==> config.mk <==
export PLATFORM = sky130hd
export DESIGN_NAME = div_unit
export DESIGN_NICKNAME = d
export VERILOG_FILES = /design/src/rtl/div_unit.sv
export SDC_FILE = /design/constraint.sdc
export NUM_CORES = 1
export LEC_CHECK = 0
export ABC_AREA = 1
export CORE_ASPECT_RATIO = 1.25
export CORE_MARGIN = 3
export CORE_UTILIZATION = 55
export CTS_CLUSTER_SIZE = 14
export DETAILED_ROUTE_END_ITERATION = 6
export GPL_TIMING_DRIVEN = 0
export PLACE_DENSITY = 0.86
export SLEW_MARGIN = 20
export SYNTH_ARGS = -nofsm -noshare
export SYNTH_HDL_FRONTEND = slang
export SYNTH_SLANG_ARGS = --single-unit
==> constraint.sdc <==
create_clock -name in_clk -period 2.54 [get_ports in_clk]
set_input_delay 0.762 -clock in_clk [delete_from_list [all_inputs] [get_ports in_clk]]
set_output_delay 0.762 -clock in_clk [all_outputs]
set_load 0.02 [all_outputs]
==> src/rtl/div_unit.sv <==
// Iterative restoring 32-bit divider with MIPS DIV/DIVU semantics.
// Accepts in IDLE, runs 32 CALC steps, fixes signs in FIX; result valid 33 cycles after acceptance.
module div_unit (
    input  logic        in_clk,
    input  logic        in_rst,
    input  logic        in_start,
    input  logic        in_signed,
    input  logic [31:0] in_dividend,
    input  logic [31:0] in_divisor,
    output logic        out_busy,
    output logic        out_done,
    output logic [31:0] out_quotient,
    output logic [31:0] out_remainder
);
    localparam int unsigned DW = 32;
    localparam int unsigned CW = 6;

    typedef enum logic [1:0] {
        IDLE = 2'd0,
        CALC = 2'd1,
        FIX  = 2'd2
    } state_t;

    state_t          state;
    state_t          state_nx;
    logic            accept;
    logic            last_step;
    logic            busy_nx;
    logic            done_nx;

    logic [DW:0]     prem;
    logic [DW-1:0]   quo;
    logic [DW-1:0]   dvsr;
    logic [CW-1:0]   cnt;
    logic            q_neg;
    logic            r_neg;

    logic [DW+1:0]   trial;
    logic [DW-1:0]   dvnd_mag;
    logic [DW-1:0]   dvsr_mag;
    logic [DW-1:0]   q_fixed;
    logic [DW-1:0]   r_fixed;

    assign accept    = (state == IDLE) && in_start;
    assign last_step = (cnt == CW'(DW - 1));

    // State register
    always_ff @(posedge in_clk) begin
        if (in_rst) begin
            state <= IDLE;
        end else begin
            state <= state_nx;
        end
    end

    // Next-state logic
    always_comb begin
        state_nx = state;
        case (state)
            IDLE:    if (in_start)  state_nx = CALC;
            CALC:    if (last_step) state_nx = FIX;
            FIX:     state_nx = IDLE;
            default: state_nx = IDLE;
        endcase
    end

    // Next values of the registered status outputs
    always_comb begin
        busy_nx = 1'b0;
        done_nx = 1'b0;
        if (state_nx != IDLE) busy_nx = 1'b1;
        if (state == FIX)     done_nx = 1'b1;
    end

    // Operand magnitudes, trial subtraction and sign fix-up
    always_comb begin
        dvnd_mag = in_dividend;
        dvsr_mag = in_divisor;
        if (in_signed && in_dividend[DW-1]) dvnd_mag = ~in_dividend + DW'(1);
        if (in_signed && in_divisor[DW-1])  dvsr_mag = ~in_divisor + DW'(1);
        trial   = {prem, quo[DW-1]} - {2'b00, dvsr};
        q_fixed = q_neg ? (~quo + DW'(1)) : quo;
        r_fixed = r_neg ? (~prem[DW-1:0] + DW'(1)) : prem[DW-1:0];
    end

    always_ff @(posedge in_clk) begin
        if (in_rst) begin
            prem          <= '0;
            quo           <= '0;
            dvsr          <= '0;
            cnt           <= '0;
            q_neg         <= 1'b0;
            r_neg         <= 1'b0;
            out_busy      <= 1'b0;
            out_done      <= 1'b0;
            out_quotient  <= '0;
            out_remainder <= '0;
        end else begin
            out_busy <= busy_nx;
            out_done <= done_nx;
            if (accept) begin
                prem  <= '0;
                cnt   <= '0;
                quo   <= dvnd_mag;
                dvsr  <= dvsr_mag;
                q_neg <= in_signed & (in_dividend[DW-1] ^ in_divisor[DW-1]);
                r_neg <= in_signed & in_dividend[DW-1];
            end else if (state == CALC) begin
                // Non-negative trial keeps the difference and shifts in a 1
                if (!trial[DW+1]) begin
                    prem <= trial[DW:0];
                    quo  <= {quo[DW-2:0], 1'b1};
                end else begin
                    prem <= {prem[DW-1:0], quo[DW-1]};
                    quo  <= {quo[DW-2:0], 1'b0};
                end
                cnt <= cnt + CW'(1);
            end else if (state == FIX) begin
                out_quotient  <= q_fixed;
                out_remainder <= r_fixed;
            end
        end
    end
endmodule
==> summary.md <==
| Metric | Value |
|---|---|
| Synthesized instance count | `2,025` |
| Switching Share | `around 55%` |
| Crit path kind | `in -> reg` |
| Fin Hold WS | `467 ps` |
| Clock network power share | `12.6%` |
| Initial antenna violation count | `0` |
| First-pass GRT wire length | `69,500 um` |
| Port Buffers | `132` |
| Pins Over Slew Limit | `0` |
| Switching pwr | `11.6 mW` |
| YS warnings | `0` |
| Rows | `61` |
| Status | `complete, no violations` |
| Total GRT Usage | `36.0%` |
| Crit start category | `input pin` |
| Drt pass-1 iters | `6` |
| Via density | `5.72` |
| Syn Nets | `2,131` |
| Reg clk slew, reported paths | `around 70 ps` |
| Final Util | `67.1%` |
| Routability cong. | `1.03` |
| Antenna cell count | `0` |
| Fill count | `2,098` |
| Die Width | `141 um` |
| Total number of vias | `14,150` |
| Later-pin clock latency in the skew report | `between 400 and 500 ps` |
| Tcrit/Tclk final | `between 90 and 100%` |
| WP data arrival | `2880 ps` |
| Routed wire per std cell | `18.5 um` |
| CTS buffer count | `17` |
| Post-synth ARST share | `0%` |
| Worst-margin pin slew | `780 ps` |
| Number of synthesized flops with an enable pin | `0` |
| #FFs+latches synth | `173` |
| Max clock buf depth | `2` |
| H-tree levels | `4` |
| Largest net degree at the start of global routing | `20` |
| Mapped Area | `between 10,000 and 15,000 um2` |
| Final Setup Violations | `0` |
| Avg Cell Area, Syn | `between 6 and 7 um2` |
| Most frequent cells in the layout | `469 x nand2_1, 312 x inv_1, 178 x nor2_1` |
| Nets | `2,285` |
| Vias in the first global route | `13,500` |
| Total Wirelength | `45,700 um` |
| Post-DRT Antenna Nets | `0` |
| Chip Height | `174 um` |
| Gr ovfl total | `0` |
| IO Count | `about 130` |
| Max-Slew Margin vs Limit | `48.0%` |
| Library cells used by synthesis | `49` |
| Leading cell type in the layout, fill and taps excluded | `nand2_1` |
| Initial Util | `56.0%` |
| Area delta synth->final | `19.9%` |
| CP Data Required Time | `2920 ps` |
| Core area | `22,300 um2` |
| Comb power frac | `70.1%` |
| Crit path max fanout | `6` |
| Total die area | `between 20,000 and 25,000 um2` |
| Post-layout min period | `2500 ps` |
| Layout cell share with drive strength beyond 1 | `6.71%` |
| Hold Vio Cnt, Final | `0` |
| Clock skew | `12.9 ps` |
| F_max | `between 300 and 400 MHz` |
| # clock sinks | `173` |
| Static Leakage | `6.98 nW` |
| Seq/Total Area, Yosys | `27.8%` |
| Root buf cell | `clkbuf_16` |
| Iter 0 DRT Violations | `1,096` |
| Post-DP HPWL | `36,700 um` |
| Max-cap violation count | `0` |
| CTS tree | `built` |
| Drt drc | `0` |
| P_int | `9.37 mW` |
| Crit end category | `flip-flop` |
| Sequential power share | `between 15 and 20%` |
| P per Cell Area | `1400 nW/um2` |
| RSZ-0062 raised after global routing | `yes` |
| Hold Crit Class | `reg -> reg` |
| Prevailing post-synth register cell | `dfxtp_1` |
| IR drop worst, VDD | `1.18 mV` |
[cells by family (layout without fill, tap and decap cells)]
| group | count (synthesis) | in the layout | synth area share (%) |
|---|---|---|---|
| DFF | 173 | 173 | 27.8 |
| adders and majority gates | 38 | 38 | 3.87 |
| AOI/OAI and AO/OA | 384 | 384 | 16.9 |
| xor gates and xnor gates | 90 | 90 | 6.32 |
| buffers and inverters | 396 | 563 | 12.2 |
| and+or+nand+nor | 944 | 944 | 32.9 |
[worst max-delay path, cell delays in order]
cell and delay (ps):
clkdlybuf4s50_1 470, inv_1 100, nand3_1 150, nor3_4 240
nand2_2 140, nor2_4 170, nand4_1 250, nor3_4 360
o21bai_1 110, a21oi_1 120
[synthesized netlist by cell type (13+ instances only)]
cell | instances | area [um2]
ha_1 | 37 | 463
nand4_1 | 25 | 156
nand3_2 | 13 | 130
xor2_1 | 75 | 657
nand2_1 | 473 | 1780
o211ai_1 | 16 | 120
nor2_1 | 188 | 706
xnor2_1 | 15 | 131
clkbuf_1 | 50 | 188
o21ai_0 | 135 | 676
o22ai_1 | 26 | 163
nand3_1 | 163 | 816
inv_1 | 313 | 1170
a21oi_1 | 167 | 836
dfxtp_1 | 173 | 3460
nor3_1 | 38 | 190
[power by group through the flow]
stage / combinational, mW / sequential [mW] / clock [mW]
CTS: 14.2 / 3.57 / 2.65
floorplan: 10.8 / 3.42 / 0
detailed placement: 14.1 / 3.64 / 0
finish: 14.7 / 3.63 / 2.65
global route: 16.3 / 3.65 / 2.75
global placement: 13.8 / 3.62 / 0
[per-stage QoR]
step / cells / area, um2 / total power, mW / TNS [ps] / setup slack, ps
2_1_floorplan: 2025 / 12500 / 14.2 / 0 / 310
3_3_place_gp: 2440 / 14100 / 17.5 / -56880 / -976
3_5_place_dp: 2440 / 14100 / 17.7 / -60820 / -972
4_1_cts: 2472 / 14800 / 20.5 / 0 / 9.14
5_1_grt: 2475 / 15000 / 22.7 / -67.8 / -46.3
6_report: 2475 / 15000 / 21.0 / 0 / 38.4
[layer usage]
metal  part of all wire, %  track usage [%]
met5                     0                0
met1                    35             37.4
met3                   6.1             4.95
met4                   9.6             28.5
met2                    49             64.3
[registers in the layout, summed over array words and instances (netlist names), 2 cells and up]
name,cells
prem,33
dvsr,32
out_quotient,32
out_remainder,32
quo,32
cnt,6
state,2
[final cells by class]
cell class | instances | area, um2 | share of cell area (%)
multi-input combinational | 1456 | 7620 | 50.9
sequential | 173 | 3470 | 23.2
timing repair buffer | 135 | 1350 | 9.00
inverter | 321 | 1200 | 8.06
clock buffer | 17 | 425 | 2.85
buffer | 75 | 359 | 2.40
tap | 283 | 354 | 2.37
clock inverter | 15 | 170 | 1.14
[final timing paths]
check                         from                    end  slack (ps)  depth (start not counted)
max                 in_dividend[0]   quo[31]$_SDFFE_PP0P_          40                         10
min          dvsr[29]$_SDFFE_PP0P_  dvsr[29]$_SDFFE_PP0P_         470                          2
max reg2reg   quo[31]$_SDFFE_PP0P_  prem[32]$_SDFFE_PP0P_         130                         16
min reg2reg  dvsr[29]$_SDFFE_PP0P_  dvsr[29]$_SDFFE_PP0P_         470                          2
[timing repair]
action                                  CTS  global route
buffers inserted                          0             3
hold buffers                              0             0
endpoints found under the setup margin   84            88
resized for setup                        18            56
gates cloned                              0             0
endpoints found under the hold margin     0             0
pin swaps                                 0             4
Power figures use the tool's default switching activity.
